<file path="config.mk">
export PLATFORM = sky130hd
export DESIGN_NAME = lcd_ctrl
export DESIGN_NICKNAME = d
export VERILOG_FILES = /design/src/rtl/lcd_pkg.sv /design/src/rtl/lcd_ctrl.sv
export SDC_FILE = /design/constraint.sdc
export NUM_CORES = 1
export LEC_CHECK = 0
export BUFFER_PORTS_ARGS = -buffer_cell sky130_fd_sc_hd__buf_2
export CAP_MARGIN = 20
export CORE_MARGIN = 2
export CORE_UTILIZATION = 50
export DETAILED_ROUTE_END_ITERATION = 10
export PLACE_DENSITY_LB_ADDON = 0.3
export SLEW_MARGIN = 30
export SYNTH_ARGS = -nofsm -noshare
export SYNTH_HDL_FRONTEND = slang
export SYNTH_SLANG_ARGS = --single-unit
</file>
<file path="constraint.sdc">
create_clock -name clk_i -period 2.14 [get_ports clk_i]
set_input_delay 0.321 -clock clk_i [delete_from_list [all_inputs] [get_ports clk_i]]
set_output_delay 0.321 -clock clk_i [all_outputs]
set_load 0.03 [all_outputs]
</file>
<file path="src/rtl/lcd_pkg.sv">
// Shared types and constants for the HD44780 LCD controller.
package lcd_pkg;

    typedef enum logic [2:0] {
        S_PWRUP,
        S_IDLE,
        S_SETUP,
        S_PULSE,
        S_HOLD,
        S_WAIT
    } lcd_state_e;

    // Power-up init sequence (all RS=0): function set, display on, clear, entry mode
    localparam int         INIT_CNT  = 4;
    localparam logic [1:0] INIT_LAST = 2'(INIT_CNT - 1);

    // Store-data word fields
    localparam int D_ON      = 31;
    localparam int D_CLR_OVF = 30;
    localparam int D_RS      = 8;

    // Status word fields
    localparam int ST_BUSY = 0;
    localparam int ST_PEND = 1;
    localparam int ST_OVF  = 2;
    localparam int ST_INIT = 3;

    function automatic logic [7:0] init_cmd(input logic [1:0] idx);
        case (idx)
            2'd0:    return 8'h38;
            2'd1:    return 8'h0C;
            2'd2:    return 8'h01;
            default: return 8'h06;
        endcase
    endfunction

endpackage

</file>
<file path="src/rtl/lcd_ctrl.sv">
// Turns LSU stores to the LCD register into timed HD44780 write cycles,
// runs the power-up init sequence and buffers one command while busy.
module lcd_ctrl
    import lcd_pkg::*;
#(
    parameter int unsigned PWRUP_CYC = 750000,
    parameter int unsigned SETUP_CYC = 2,
    parameter int unsigned PULSE_CYC = 25,
    parameter int unsigned HOLD_CYC  = 2,
    parameter int unsigned EXEC_CYC  = 2500,
    parameter int unsigned CLEAR_CYC = 82000,
    parameter int unsigned CNT_W     = 20
) (
    input  logic        clk_i,
    input  logic        rst_ni,
    input  logic        lcd_wr_i,
    input  logic [31:0] lcd_data_i,
    output logic [31:0] lcd_status_o,
    output logic        lcd_on_o,
    output logic        lcd_blon_o,
    output logic        lcd_rs_o,
    output logic        lcd_rw_o,
    output logic        lcd_en_o,
    output logic [7:0]  lcd_data_o
);

    // Counter load value for an N-cycle state; N=0 behaves as 1
    function automatic logic [CNT_W-1:0] ld(input int unsigned n);
        return (n == 0) ? '0 : CNT_W'(n - 1);
    endfunction

    localparam logic [CNT_W-1:0] PWRUP_LD = ld(PWRUP_CYC);
    localparam logic [CNT_W-1:0] SETUP_LD = ld(SETUP_CYC);
    localparam logic [CNT_W-1:0] PULSE_LD = ld(PULSE_CYC);
    localparam logic [CNT_W-1:0] HOLD_LD  = ld(HOLD_CYC);
    localparam logic [CNT_W-1:0] EXEC_LD  = ld(EXEC_CYC);
    localparam logic [CNT_W-1:0] CLEAR_LD = ld(CLEAR_CYC);

    lcd_state_e       state_q;
    logic [CNT_W-1:0] cnt_q;
    logic [1:0]       init_idx_q;
    logic             init_done_q;
    logic             busy_q;
    logic             pend_q;
    logic             pend_rs_q;
    logic [7:0]       pend_byte_q;
    logic             ovf_q;

    logic is_clr_wr;
    logic is_cmd_wr;
    logic long_wait;
    logic cnt_zero;

    assign is_clr_wr = lcd_wr_i &  lcd_data_i[D_CLR_OVF];
    assign is_cmd_wr = lcd_wr_i & ~lcd_data_i[D_CLR_OVF];
    // Clear and home need the long execution wait
    assign long_wait = ~lcd_rs_o & ((lcd_data_o == 8'h01) || (lcd_data_o == 8'h02));
    assign cnt_zero  = (cnt_q == '0);

    // Data-word bits that have no meaning for this register
    logic unused_data;
    assign unused_data = ^lcd_data_i[29:9];

    // Sequencer: state, delay counter, pending buffer, status flags and pins
    always_ff @(posedge clk_i or negedge rst_ni) begin
        if (!rst_ni) begin
            state_q     <= S_PWRUP;
            cnt_q       <= '0;
            init_idx_q  <= '0;
            init_done_q <= 1'b0;
            busy_q      <= 1'b1;
            pend_q      <= 1'b0;
            pend_rs_q   <= 1'b0;
            pend_byte_q <= '0;
            ovf_q       <= 1'b0;
            lcd_on_o    <= 1'b0;
            lcd_rs_o    <= 1'b0;
            lcd_en_o    <= 1'b0;
            lcd_data_o  <= '0;
        end else begin
            if (lcd_wr_i) lcd_on_o <= lcd_data_i[D_ON];
            if (is_clr_wr) ovf_q <= 1'b0;

            // A command arriving while busy is queued or dropped; the S_WAIT
            // branch below overrides this when it consumes the write directly
            if (is_cmd_wr && state_q != S_IDLE) begin
                if (!pend_q) begin
                    pend_q      <= 1'b1;
                    pend_rs_q   <= lcd_data_i[D_RS];
                    pend_byte_q <= lcd_data_i[7:0];
                end else begin
                    ovf_q <= 1'b1;
                end
            end

            case (state_q)
                S_PWRUP: begin
                    // Counts up from the reset value so reset needs no preload
                    if (cnt_q == PWRUP_LD) begin
                        state_q    <= S_SETUP;
                        cnt_q      <= SETUP_LD;
                        init_idx_q <= '0;
                        lcd_rs_o   <= 1'b0;
                        lcd_data_o <= init_cmd(2'd0);
                    end else begin
                        cnt_q <= cnt_q + CNT_W'(1);
                    end
                end
                S_IDLE: begin
                    if (is_cmd_wr) begin
                        state_q    <= S_SETUP;
                        cnt_q      <= SETUP_LD;
                        busy_q     <= 1'b1;
                        lcd_rs_o   <= lcd_data_i[D_RS];
                        lcd_data_o <= lcd_data_i[7:0];
                    end
                end
                S_SETUP: begin
                    if (cnt_zero) begin
                        state_q  <= S_PULSE;
                        cnt_q    <= PULSE_LD;
                        lcd_en_o <= 1'b1;
                    end else begin
                        cnt_q <= cnt_q - CNT_W'(1);
                    end
                end
                S_PULSE: begin
                    if (cnt_zero) begin
                        state_q  <= S_HOLD;
                        cnt_q    <= HOLD_LD;
                        lcd_en_o <= 1'b0;
                    end else begin
                        cnt_q <= cnt_q - CNT_W'(1);
                    end
                end
                S_HOLD: begin
                    if (cnt_zero) begin
                        state_q <= S_WAIT;
                        cnt_q   <= long_wait ? CLEAR_LD : EXEC_LD;
                    end else begin
                        cnt_q <= cnt_q - CNT_W'(1);
                    end
                end
                S_WAIT: begin
                    if (!cnt_zero) begin
                        cnt_q <= cnt_q - CNT_W'(1);
                    end else if (!init_done_q && init_idx_q != INIT_LAST) begin
                        state_q    <= S_SETUP;
                        cnt_q      <= SETUP_LD;
                        init_idx_q <= init_idx_q + 2'd1;
                        lcd_rs_o   <= 1'b0;
                        lcd_data_o <= init_cmd(init_idx_q + 2'd1);
                    end else begin
                        init_done_q <= 1'b1;
                        if (pend_q) begin
                            state_q    <= S_SETUP;
                            cnt_q      <= SETUP_LD;
                            pend_q     <= 1'b0;
                            lcd_rs_o   <= pend_rs_q;
                            lcd_data_o <= pend_byte_q;
                        end else if (is_cmd_wr) begin
                            state_q    <= S_SETUP;
                            cnt_q      <= SETUP_LD;
                            pend_q     <= 1'b0;
                            lcd_rs_o   <= lcd_data_i[D_RS];
                            lcd_data_o <= lcd_data_i[7:0];
                        end else begin
                            state_q <= S_IDLE;
                            busy_q  <= 1'b0;
                        end
                    end
                end
                default: begin
                    state_q  <= S_PWRUP;
                    cnt_q    <= '0;
                    lcd_en_o <= 1'b0;
                end
            endcase
        end
    end

    // Status word assembled from registered flags
    always_comb begin
        lcd_status_o          = '0;
        lcd_status_o[ST_BUSY] = busy_q;
        lcd_status_o[ST_PEND] = pend_q;
        lcd_status_o[ST_OVF]  = ovf_q;
        lcd_status_o[ST_INIT] = init_done_q;
    end

    assign lcd_blon_o = lcd_on_o;
    assign lcd_rw_o   = 1'b0;

endmodule

</file>
==> qor.txt, run 1 <==
Result of the run -> finished, violations left
Failing checks -> setup timing
Power density cells -> 405.8 mW/mm²
Most common cell after layout, fill and taps aside -> buf_4
CTS sink count -> 49
Fmax -> 453.7 MHz
Total of warnings raised by yosys -> 0
Die X-Extent -> 89.88 µm
Dominant cell type by area after synthesis -> dfrtp_1
Clock slew seen by the registers of the worst setup and hold paths -> 0.10 ns
Multi-input combinational cell area -> 0.002351 mm²
Final weighted congestion in routability-driven placement -> 0.9349
Average routed wire per standard cell -> 17.27 µm
Total placed cells including tap cells -> 615
Via count of the first global-routing pass -> 3472
Cell depth of the worst setup path -> 5
Non-filler cells in the finished layout -> 634
Routed Antenna Nets -> 0
Initial standard-cell utilization of the core -> 51.11%
H-Tree Level Count -> 2
Worst-margin pin slew -> 0.6131 ns
Sw Pwr -> 493.2 µW
Post-Route Skew -> 0.01452 ns
Maximum number of pins on one net before global-route repair -> 50
Worst-case reg-to-reg path depth -> 5
Initial antenna violation count -> 0
Final worst-path cycle share -> 103.0%
Cell class contributing the biggest share of worst-path delay -> simple AND/OR/NAND/NOR gates
Data arrival at the endpoint of the critical path -> 2.40 ns
Normalized max-slew margin -> 59.13%
Startpoint kind of the worst setup timing path -> register
Power share of the clock group -> 37.1%
Total DRC errors in the routed layout -> 0
RSZ-0062 raised after global routing -> true
Worst setup margin -> -0.06427 ns
Post-synthesis area per instance -> 8.231 µm²
Die outline area -> 0.008078 mm²
Max-cap check violation count -> 0
Tmin final -> 2.204 ns
Reported leakage power -> 1.938 nW
Bufs and invs on worst path -> 0
Sequential Area -> 0.001230 mm²
Vias/cell -> 6.131
Global Route Usage Sum -> 25.21%
Core Util, Final -> 64.86%
Fraction of registers with async set/reset -> 100.0%
Portion of synthesized cell area occupied by the leading cell type -> 32.58%
Commonest cells after routing, fill and taps aside -> buf_4, dfrtp_1, nand2_1, a21oi_1
Maximum resistive drop on vdd -> 0.3250 mV
Die Span Y -> 89.88 µm
Reg-to-reg critical path startpoint -> cnt_q[16]$_DFF_PN0_
Worst-skew pair later-pin latency -> 0.31 ns
Critical path endpoint category -> register
Net Sw Frac -> 25.97%
Number of nets in the final layout -> 576
Number of DRC markers after the initial detailed-route iteration -> 393
Reg-to-reg setup timing slack -> -0.06 ns
Number of enable-type register cells in the synthesized netlist -> 0
HPWL after detailed placement -> 7.472 mm
FF+latch count, synth -> 49
Crit path largest cell delay -> 0.57 ns
Overflow left after global routing -> 0
Number of top-level pins -> 80
End of the worst register-to-register path -> lcd_data_o[0]$_DFFE_PN0P_
Power Internal -> 1.406 mW
Number of hold-slack violations in the final timing report -> 0
TritonCTS clock tree -> yes
Final setup violation count -> 8
Number of unique standard cell types used by synthesis -> 66
Start-to-end type of the worst setup path -> reg2reg
Post-synth top flop -> dfrtp_1
Data required time at the worst endpoint -> 2.34 ns
Num CTS Buffers -> 5
Netlist Area Pre-Place -> 0.003687 mm²
Slowest stage cell on the critical path -> or4_4
Core Footprint -> 0.007214 mm²
Wire length of the first global-routing pass -> 16.83 mm
Filler cell count -> 598
Max-slew violations -> 0
Layout cell share with drive strength beyond 1 -> 34.21%
Classification of the worst-slack hold path -> in2async
DRT Pass-1 Iters -> 6
Count of buffers from port buffering -> 29
Cell Chain, Critical Path -> or4_4, or3_4, o31ai_4, a21oi_4, a22o_1
Total vias in the final route -> 3887
Routed wire length -> 10.95 mm
CTS Buffer Depth -> 2
Diode count -> 0
Std-Cell Rows -> 31
Top area cells in the synthesized netlist -> dfrtp_1, buf_4, a21oi_1, o21ai_0, nand2_1
Sequential fraction of design power -> 51.9%
Seq/Total Area, Yosys -> 33.29%
CP max FO -> 7
Gate power share -> 11.0%
Synthesized netlist cell count -> 448
Area delta synth->final -> 26.91%
CTS Root Buffer Type -> clkbuf_8
state kept, by name, indices dropped and copies added (netlist names), 2 cells and up:
name,flops
cnt_q,20
pend_byte_q,8
init_idx_q,2
state_q,3
lcd_data_o,8
per-stage QoR:
stage	instance area, µm²	TNS, ns	power, mW	setup slack, ns	hold WS [ns]
5_1_grt	4679	-1.637	1.960	-0.1294	0.1619
6_report	4679	-0.1817	1.899	-0.06427	0.1014
2_1_floorplan	3820	0	1.192	0.002051	0.02541
3_3_place_gp	4263	-0.4977	1.204	-0.08117	0.4625
4_1_cts	4466	-0.04462	1.900	-0.02810	0.1330
3_5_place_dp	4263	-1.600	1.210	-0.1413	0.4644
synthesized netlist by cell type (all sizes together), types with 5 or more instances:
| cell type | instances |
|---|---|
| a31oi | 10 |
| buf | 43 |
| ha | 7 |
| and3 | 5 |
| o21ai | 34 |
| nor2 | 29 |
| mux2 | 10 |
| a21oi | 43 |
| nand2 | 40 |
| nand3 | 16 |
| nand2b | 5 |
| inv | 9 |
| nor3 | 18 |
| o22ai | 9 |
| and4 | 5 |
| dfrtp | 48 |
| nand4 | 9 |
| clkbuf | 23 |
| xor2 | 5 |
| nor4 | 9 |
metal layers:
metal  GRT usage, %  up-vias  wire length [µm]
met4          7.564        0               250
met3          3.269       31               783
li1               -     1757                 -
met1          34.45     1877              4590
met2          42.11      222              5327
met5              0        -                 0
worst register-to-register path: cells and delay by family (launching register included):
family           cells  cell delay [ns]
AO/OA/AOI/OAI        3             0.73
flip-flops           1             0.39
AND/OR/NAND/NOR      2             0.97
logic make-up (layout without fill, tap and decap cells):
| kind of cell | count (synthesis) | after routing | synth area share, % |
|---|---|---|---|
| AOI/OAI and AO/OA | 140 | 141 | 24.47 |
| xor gates and xnor gates | 8 | 8 | 1.900 |
| buffers and inverters | 75 | 133 | 11.74 |
| other | 1 | 29 | 0.1017 |
| muxes | 13 | 13 | 3.868 |
| and+or+nand+nor | 155 | 155 | 22.26 |
| DFF | 49 | 49 | 33.29 |
| adders and majority gates | 7 | 7 | 2.375 |
how the worst max path moves through the flow:
stage / startpoint / end / slack [ns]
2_1_floorplan: cnt_q[0]$_DFF_PN0_ / cnt_q[10]$_DFF_PN0_ / 0.002
3_3_place_gp: cnt_q[1]$_DFF_PN0_ / init_idx_q[0]$_DFFE_PN0P_ / -0.08
3_5_place_dp: cnt_q[1]$_DFF_PN0_ / init_idx_q[0]$_DFFE_PN0P_ / -0.14
4_1_cts: cnt_q[1]$_DFF_PN0_ / init_idx_q[0]$_DFFE_PN0P_ / -0.03
5_1_grt: cnt_q[1]$_DFF_PN0_ / cnt_q[17]$_DFF_PN0_ / -0.13
6_report: cnt_q[16]$_DFF_PN0_ / lcd_data_o[0]$_DFFE_PN0P_ / -0.06
layout make-up:
type,instances,share of cell area (%)
flip-flops and latches,49,26.28
multi-input cells,353,50.24
clock buffers,7,1.845
inverters,9,0.7219
clock inverters,1,0.6417
repair buffers,116,17.62
well taps,99,2.647
power groups by stage:
stage                     clock, mW  sequential [mW]  combinational [mW]
after floorplan                   0             1.00               0.188
after global placement            0             1.00               0.203
after detailed placement          0             1.00               0.206
after CTS                     0.707            0.985               0.207
after global routing          0.742            0.991               0.227
final                         0.705            0.986               0.208
timing repair:
item | 4_1_cts | 5_1_grt
pin swaps | 2 | 16
endpoints found under the setup margin | 28 | 31
resized for setup | 19 | 44
gates cloned | 0 | 2
setup buffers | 1 | 8
hold buffers | 0 | 0
Power figures use the tool's default switching activity.
==> run 2: changes to the inputs <==
Settings changed: CORE_ASPECT_RATIO set to 1.1.
==> run 2 against run 1 <==
  * The run ends with DRC, setup timing left
  * Critical path type unchanged
  * Clock-buffer cell count fell by 2
  * Fmax rose by 2.0%
  * Via count fell by 2.5%
  * Worst hold slack got worse by 0.0026 ns
  * Non-clock buffer count did not move
  * Largest cell class unchanged
  * Wire length fell by 3.1%
  * Highest routed layer unchanged
==> qor.txt, run 2 (same netlist as run 1, synthesis figures left out) <==
Net Sw Frac -> 29.24%
Total vias in the final route -> 3788
Power density cells -> 386.2 mW/mm²
DRT Pass-1 Iters -> 8
Count of buffers from port buffering -> 29
Number of hold-slack violations in the final timing report -> 0
Vias/cell -> 6.110
Power share of the clock group -> 32.9%
Std-Cell Rows -> 32
Non-filler cells in the finished layout -> 620
Maximum number of pins on one net before global-route repair -> 50
Classification of the worst-slack hold path -> in2async
Start-to-end type of the worst setup path -> reg2reg
Number of DRC markers after the initial detailed-route iteration -> 301
Via count of the first global-routing pass -> 3464
Num CTS Buffers -> 5
Max-slew violations -> 0
Worst-margin pin slew -> 0.6274 ns
Failing checks -> DRC, setup timing
Data required time at the worst endpoint -> 2.34 ns
Layout cell share with drive strength beyond 1 -> 33.83%
Power Internal -> 1.262 mW
CTS Buffer Depth -> 2
Final weighted congestion in routability-driven placement -> 0.9402
Wire length of the first global-routing pass -> 16.96 mm
Average routed wire per standard cell -> 17.12 µm
Result of the run -> finished, violations left
Number of nets in the final layout -> 576
Total placed cells including tap cells -> 602
Placed Area -> 0.004265 mm²
CTS sink count -> 49
Post-Route Skew -> 0.01083 ns
CTS Root Buffer Type -> clkbuf_8
Area delta synth->final -> 25.21%
Overflow left after global routing -> 0
Number of hold buffers added after cts -> 0
Core Footprint -> 0.007087 mm²
RSZ-0062 raised after global routing -> true
Die X-Extent -> 85.88 µm
Die outline area -> 0.008078 mm²
Total DRC errors in the routed layout -> 1
Final setup violation count -> 5
Diode count -> 0
TritonCTS clock tree -> yes
HPWL after detailed placement -> 7.768 mm
Routed wire length -> 10.61 mm
Sequential fraction of design power -> 55.3%
Tmin final -> 2.162 ns
Number of top-level pins -> 80
Gate power share -> 11.8%
Area of all placed cells without fillers -> 0.004617 mm²
Routed Antenna Nets -> 0
Max-cap check violation count -> 0
Critical path endpoint category -> register
Final worst-path cycle share -> 101.0%
Startpoint kind of the worst setup timing path -> register
Top register by number of flip-flops -> cnt_q
Reported leakage power -> 1.899 nW
Initial standard-cell utilization of the core -> 52.03%
Commonest cells after routing, fill and taps aside -> buf_4, dfrtp_1, nand2_1, a21oi_1
Fmax -> 462.6 MHz
Largest registers in the final layout -> cnt_q x20, lcd_data_o x8, pend_byte_q x8
Worst-skew pair later-pin latency -> 0.32 ns
Maximum resistive drop on vdd -> 0.3105 mV
Clock slew seen by the registers of the worst setup and hold paths -> 0.10 ns
CP max FO -> 5
Data arrival at the endpoint of the critical path -> 2.36 ns
Die Span Y -> 94.07 µm
Most common cell after layout, fill and taps aside -> buf_4
Global Route Usage Sum -> 26.49%
Worst setup margin -> -0.02190 ns
Normalized max-slew margin -> 58.17%
Sw Pwr -> 521.4 µW
Flip-flop count of the largest register after layout -> 20
H-Tree Level Count -> 2
Initial antenna violation count -> 0
==> run 2: layer usage <==
| metal | wire, µm | GRT usage (%) | part of all wire, % | vias to the layer above |
|---|---|---|---|---|
| li1 | - | - | - | 1763 |
| met1 | 4407 | 35.02 | 42 | 1806 |
| met2 | 5347 | 45.22 | 50 | 197 |
| met3 | 660 | 2.812 | 6.2 | 22 |
| met4 | 199 | 8.466 | 1.9 | 0 |
| met5 | 0 | 0 | 0 | - |
==> run 2: critical path: stages (launching register included) <==
cell and delay (ns):
dfrtp_1 0.40, buf_4 0.15, nor4_4 0.27, nand4_1 0.18, or3b_4 0.45, o31a_1 0.25, o31ai_1 0.24, o21ai_1 0.10
==> run 2: final timing paths <==
check | startpoint | to | slack (ns) | cells past startpoint
setup / recovery | cnt_q[1]$_DFF_PN0_ | cnt_q[17]$_DFF_PN0_ | -0.02 | 7
hold / removal | rst_ni | lcd_data_o[6]$_DFFE_PN0P_ | 0.1 | 2
setup reg to reg | cnt_q[1]$_DFF_PN0_ | cnt_q[17]$_DFF_PN0_ | -0.02 | 7
hold reg to reg | busy_q$_DFFE_PN1P_ | busy_q$_DFFE_PN1P_ | 0.50 | 2
max in group asynchronous | rst_ni | cnt_q[6]$_DFF_PN0_ | 1.60 | 2
min in group clk_i | lcd_data_i[30] | ovf_q$_DFF_PN0_ | 0.19 | 2
==> run 2: metrics by stage <==
stage / hold slack, ns / util [%] / setup WS, ns / setup TNS (ns) / total power, mW
finish: 0.09881 / 65.15 / -0.02190 / -0.06639 / 1.783
global route: 0.1447 / 65.15 / -0.1049 / -1.111 / 1.853
CTS: 0.1187 / 62.43 / -0.01793 / -0.02645 / 1.795
detailed placement: 0.4666 / 60.19 / -0.1257 / -0.3840 / 1.214
global placement: 0.4611 / 60.19 / -0.04591 / -0.09707 / 1.207
floorplan: 0.02541 / - / 0.002051 / 0 / 1.192
==> run 2: area by class of cell <==
cell class              instances  area [µm²]
clock inverters                 3       25.02
flip-flops and latches         49        1229
repair buffers                116       825.8
well taps                      85       106.4
clock buffers                   5       68.82
fillers                       598        2470
inverters                       9       33.78
multi-input cells             353        2328
==> run 2: repair_timing <==
item / in CTS / in global routing
gates cloned: 0 / 1
hold endpoints to repair: 0 / 0
resized for setup: 14 / 37
buffers inserted: 2 / 7
pin swaps: 4 / 12
endpoints found under the setup margin: 11 / 29
==> run 2: power by group through the flow <==
| stage | combinational (mW) | clock, mW | sequential (mW) |
|---|---|---|---|
| global route | 0.229 | 0.632 | 0.992 |
| floorplan | 0.188 | 0 | 1.00 |
| CTS | 0.209 | 0.600 | 0.986 |
| detailed placement | 0.209 | 0 | 1.00 |
| finish | 0.210 | 0.586 | 0.987 |
| global placement | 0.205 | 0 | 1.00 |
